**config.mk**
```make
export PLATFORM = sky130hd
export DESIGN_NAME = dot_matrix_frame_buffer
export DESIGN_NICKNAME = d
export VERILOG_FILES = /design/src/rtl/dot_matrix_frame_buffer.sv
export SDC_FILE = /design/constraint.sdc
export NUM_CORES = 1
export LEC_CHECK = 0
export ABC_AREA = 1
export BUFFER_PORTS_ARGS = -buffer_cell sky130_fd_sc_hd__buf_2
export CAP_MARGIN = 20
export CORE_ASPECT_RATIO = 1.5
export CORE_MARGIN = 2
export CORE_UTILIZATION = 50
export CTS_BUF_LIST = sky130_fd_sc_hd__clkbuf_16
export CTS_CLUSTER_SIZE = 20
export DETAILED_ROUTE_END_ITERATION = 16
export GPL_TIMING_DRIVEN = 0
export PLACE_DENSITY = 0.63
export SLEW_MARGIN = 5
export SYNTH_ARGS = -nofsm -noshare
export SYNTH_HDL_FRONTEND = slang
export SYNTH_SLANG_ARGS = --single-unit
```
**constraint.sdc**
```tcl
create_clock -name clk_div -period 2 [get_ports clk_div]
set_input_delay 0.1 -clock clk_div [delete_from_list [all_inputs] [get_ports clk_div]]
set_output_delay 0.1 -clock clk_div [all_outputs]
set_load 0.02 [all_outputs]
```
**src/rtl/dot_matrix_frame_buffer.sv**
```systemverilog
// Double-buffered 8x8 image store for the dot-matrix row scanner, with optional column scrolling.
// Optional blanking-blink feature is compiled in with `define DOT_MATRIX_BLINK_EN.
module dot_matrix_frame_buffer #(
  parameter logic [7:0]  SCROLL_DIV   = 8'd4,
  parameter logic [63:0] INIT_PATTERN = 64'h0,
  parameter logic [7:0]  BLINK_FRAMES = 8'd16
) (
  input  logic       clk_div,
  input  logic       rst,
  input  logic [2:0] row_sel,
  output logic [7:0] row_data,
  input  logic       wr_en,
  input  logic [2:0] wr_row,
  input  logic [7:0] wr_data,
  input  logic       commit,
  output logic       commit_pending,
  input  logic       scroll_en,
  input  logic       scroll_dir,
  input  logic       blink,
  output logic       frame_tick
);

  localparam logic [7:0] SCROLL_LAST = SCROLL_DIV - 8'd1;

  logic [7:0] r_front [8];
  logic [7:0] r_back  [8];
  logic [2:0] r_row_sel_q;
  logic       r_frame_tick;
  logic       r_pending;
  logic [7:0] r_scroll_cnt;
  logic [7:0] r_row_data;

  logic       w_tick;
  logic       w_swap;
  logic       w_step;
  logic [7:0] w_row_mask;

  function automatic logic [7:0] init_row(input int idx);
    return INIT_PATTERN[63 - 8*idx -: 8];
  endfunction

  function automatic logic [7:0] rot_left(input logic [7:0] r);
    return {r[6:0], r[7]};
  endfunction

  function automatic logic [7:0] rot_right(input logic [7:0] r);
    return {r[0], r[7:1]};
  endfunction

  // Frame boundary: first cycle the scanner reaches row 7
  assign w_tick = (row_sel == 3'd7) && (r_row_sel_q != 3'd7);
  assign w_swap = w_tick && r_pending;
  assign w_step = w_tick && scroll_en && (r_scroll_cnt == SCROLL_LAST);

  always_ff @(posedge clk_div or negedge rst) begin
    if (!rst) begin
      r_row_sel_q  <= 3'd0;
      r_frame_tick <= 1'b0;
      r_pending    <= 1'b0;
      r_scroll_cnt <= 8'd0;
    end else begin
      r_row_sel_q  <= row_sel;
      r_frame_tick <= w_tick;
      if (w_swap)
        r_pending <= 1'b0;
      else if (commit)
        r_pending <= 1'b1;
      // A swap on a step tick also lands the counter on 0, so no special case is needed
      if (!scroll_en)
        r_scroll_cnt <= 8'd0;
      else if (w_tick)
        r_scroll_cnt <= (r_scroll_cnt == SCROLL_LAST) ? 8'd0 : r_scroll_cnt + 8'd1;
    end
  end

  always_ff @(posedge clk_div or negedge rst) begin
    if (!rst) begin
      for (int i = 0; i < 8; i++) begin
        r_front[i] <= init_row(i);
        r_back[i]  <= init_row(i);
      end
    end else begin
      if (wr_en)
        r_back[wr_row] <= wr_data;
      // Swap takes priority over a rotation on the same tick
      for (int i = 0; i < 8; i++) begin
        if (w_swap)
          r_front[i] <= r_back[i];
        else if (w_step)
          r_front[i] <= scroll_dir ? rot_right(r_front[i]) : rot_left(r_front[i]);
      end
    end
  end

`ifdef DOT_MATRIX_BLINK_EN
  logic [7:0] r_blink_cnt;
  logic       r_blink_phase;

  always_ff @(posedge clk_div or negedge rst) begin
    if (!rst) begin
      r_blink_cnt   <= 8'd0;
      r_blink_phase <= 1'b0;
    end else if (!blink) begin
      r_blink_cnt   <= 8'd0;
      r_blink_phase <= 1'b0;
    end else if (w_tick) begin
      if (r_blink_cnt == BLINK_FRAMES - 8'd1) begin
        r_blink_cnt   <= 8'd0;
        r_blink_phase <= ~r_blink_phase;
      end else begin
        r_blink_cnt <= r_blink_cnt + 8'd1;
      end
    end
  end

  assign w_row_mask = r_blink_phase ? 8'h00 : 8'hFF;
`else
  logic w_unused;
  assign w_unused   = ^{blink, BLINK_FRAMES};
  assign w_row_mask = 8'hFF;
`endif

  // Read stage: samples the front buffer before any same-cycle swap or rotate
  always_ff @(posedge clk_div or negedge rst) begin
    if (!rst)
      r_row_data <= 8'h00;
    else
      r_row_data <= r_front[row_sel] & w_row_mask;
  end

  assign row_data       = r_row_data;
  assign frame_tick     = r_frame_tick;
  assign commit_pending = r_pending;

endmodule

```
==> flow_metrics.env <==
export IMPL_hold_class="in2reg"
export IMPL_crit_top_cell="nand2_1"
export IMPL_r2r_start="r_scroll_cnt[0]"
export IMPL_synth_area_leaders="dfrtp_1 (47%), nand2_1 (20%), nand3_1 (8.8%)"
export IMPL_grt_pass1_vias=7279
export IMPL_gp_congestion=0.9876
export IMPL_die_w_um=106.5
export IMPL_antenna_found_initial=0
export IMPL_max_clock_path_buffers=2
export IMPL_viasPerCell=5.422
export IMPL_vdd_drop_max_mv=0.5417
export IMPL_htreeDepth=4
export IMPL_r2r_end="r_front[57]"
export IMPL_synth_commonest_cells="nand2_1 (418), dfrtp_1 (149), nand3_1 (139), o21ai_0 (123), inv_1 (63)"
export IMPL_cpPeakStageDelay_ps=390
export IMPL_synth_seq_cells=149
export IMPL_cts_inserted_buffers=17
export IMPL_diodes=0
export IMPL_r2r_setup_slack_ps=190
export IMPL_path_cells="ha_1, nand2_1, nor2_1, nand3_1, nand2_2, buf_2, nand2_1, nand2_1"
export IMPL_period_share=0.9037
export IMPL_setup_viol_count_final=0
export IMPL_min_path_cells=3
export IMPL_rsz0062_at_grt="no"
export IMPL_route_detailed_drc=0
export IMPL_cp_end_kind="register"
export IMPL_ys_flop_type="dfrtp_1"
export IMPL_initial_core_util=0.5064
export IMPL_synth_top_cell_by_area="dfrtp_1"
export IMPL_routed_wl_mm=24.24
export IMPL_worst_setup_path_type="reg2reg"
export IMPL_synth_most_common_cell="nand2_1"
export IMPL_path_clk_slew_ps=60
export IMPL_async_flop_share=1.000
export IMPL_dr_first_iter_drc_count=617
export IMPL_ff2ff_path_depth=8
export IMPL_core_area_mm2=0.01555
export IMPL_numClockSinks=149
export IMPL_drive_above_1_share=0.09005
export IMPL_whs_endpoint="r_back[7]"
export IMPL_cp_max_fo=10
export IMPL_synth_cells=1099
export IMPL_post_dp_hpwl_mm=17.83
export IMPL_die_area_mm2=0.01680
export IMPL_cts_tree="done"
export IMPL_grt_max_degree=109
export IMPL_clock_skew_ps=8.066
export IMPL_critPathArrivalTime_ps=2180
export IMPL_ys_types=25
export IMPL_overflow=0
export IMPL_status="complete, no violations"
export IMPL_critPathTopFamily="simple AND/OR/NAND/NOR gates"
export IMPL_cts_setup_buffers=0
export IMPL_num_vias=7423
export IMPL_portBuffers=28
export IMPL_path_buf_inv=1
export IMPL_fin_nets=1175
export IMPL_clk_latency_ps=440
export IMPL_grt_pass1_wl_mm=38.70
export IMPL_required_ps=2370
export IMPL_syn_area_mm2=0.007878
export IMPL_ios=31
export IMPL_synth_edff_count=0
export IMPL_synth_area_per_cell_um2=7.168
export IMPL_tightest_slew_ps=672.6
export IMPL_num_rows=56
export IMPL_firstDrtPassIters=5
export IMPL_grtUsageTotal=0.3028
export IMPL_yosys_warnings=0
export IMPL_start_kind="register"
export IMPL_max_slew_margin=0.5516
export IMPL_drtAntennaViolNets=0
export IMPL_chipHeight_um=157.7
export IMPL_final_util=0.5775
export IMPL_pwr_density_cell_mw_per_mm2=1050
export IMPL_synth_nets=1121
export IMPL_power_leakage_nw=4.578
export IMPL_maxCapViolCount=0
export IMPL_min_from="wr_data[7]"
export IMPL_p_total_mw=9.427
export IMPL_post_drt_wl_per_cell_um=17.71
export IMPL_yosysTopAreaCellShare=0.4733
export IMPL_drv_slew=0
export IMPL_cp_slowest_cell="dfrtp_1"
export IMPL_clock_root_buffer="clkbuf_16"
export IMPL_synth_yosys_seq_area_share=0.4733
export IMPL_final_min_clock_period_ps=1807
export IMPL_area_delta_synth_final_pct=14.02
export IMPL_hold_viol=0
export IMPL_fmax_ghz=0.5533
## how the worst max path moves through the flow
stage	startpoint	end	depth (start not counted)
after floorplan	r_scroll_cnt[0]	r_front[0]	8
after global placement	rst	r_back[13]	1
after detailed placement	commit_pending	r_front[15]	6
after CTS	commit_pending	r_front[15]	6
after global routing	r_scroll_cnt[0]	r_front[57]	8
final	r_scroll_cnt[0]	r_front[57]	8
## through the flow
| stage | TNS [ps] | area (um^2) | cells | hold slack (ps) | setup WS (ps) |
|---|---|---|---|---|---|
| 3_5_place_dp | 0 | 8309 | 1331 | 8.390 | 58.22 |
| 2_1_floorplan | 0 | 7878 | 1099 | -195.6 | 563.0 |
| 6_report | 0 | 8982 | 1369 | 50.99 | 192.7 |
| 3_3_place_gp | -212070 | 8272 | 1330 | 227.6 | -1442 |
| 5_1_grt | 0 | 8982 | 1369 | 86.82 | 81.21 |
| 4_1_cts | 0 | 8981 | 1369 | 37.77 | 52.46 |
## worst min-delay path: stages
cell	delay, ps
buf_2	70
inv_1	100
a21oi_1	160
## kinds of logic after synthesis
kind of cell    after synthesis  share of synthesized area
xor+xnor                      4                   0.004448
simple gates                618                     0.3212
flops                       149                     0.4733
compound gates              189                     0.1231
buf+inv                     138                    0.07640
fa+ha+maj                     1                   0.001588
## sequential cells by signal, indices dropped and copies added (netlist names)
register,count
r_back,64
r_front,64
r_scroll_cnt,8
row_data,8
r_row_sel_q,3
commit_pending,1
frame_tick,1
## per-layer routing
| layer | GRT usage | share of wire | vias to the layer above |
|---|---|---|---|
| li1 | - | - | 3650 |
| met1 | 0.4005 | 0.44 | 3463 |
| met2 | 0.4911 | 0.48 | 253 |
| met3 | 0.04076 | 0.049 | 57 |
| met4 | 0.1490 | 0.034 | 0 |
| met5 | 0 | 0 | - |
## repair_timing
item,in CTS,in global routing
resized for setup,0,2
endpoints found under the setup margin,0,20
endpoints found under the hold margin,47,0
hold buffers,6,0
## where the power goes
part,switching [mW],internal [mW],total (mW)
clock,1.43,1.89,3.32
sequential,0.548,3.64,4.18
combinational,1.20,0.714,1.92
## placed cells by master, fill, tap and decap left out, types with 5 or more instances in the layout
cell type,count
a21oi_1,56
inv_6,5
dlygate4sd3_1,6
buf_4,12
buf_2,50
clkbuf_16,17
o211ai_1,8
o21ai_0,123
nand2_1,418
dfrtp_1,149
nand3_1,139
buf_1,7
nor2_1,53
clkbuf_1,30
inv_1,63
## layout make-up
class | count | area (um^2)
buffer | 74 | 360.3
clock buffer | 17 | 425.4
clock inverter | 15 | 186.4
fill | 1538 | 6573
inverter | 64 | 242.7
multi-input combinational | 812 | 3547
sequential | 149 | 3729
tap | 203 | 254.0
timing repair buffer | 35 | 237.7
(Power assumes the default switching activity.)
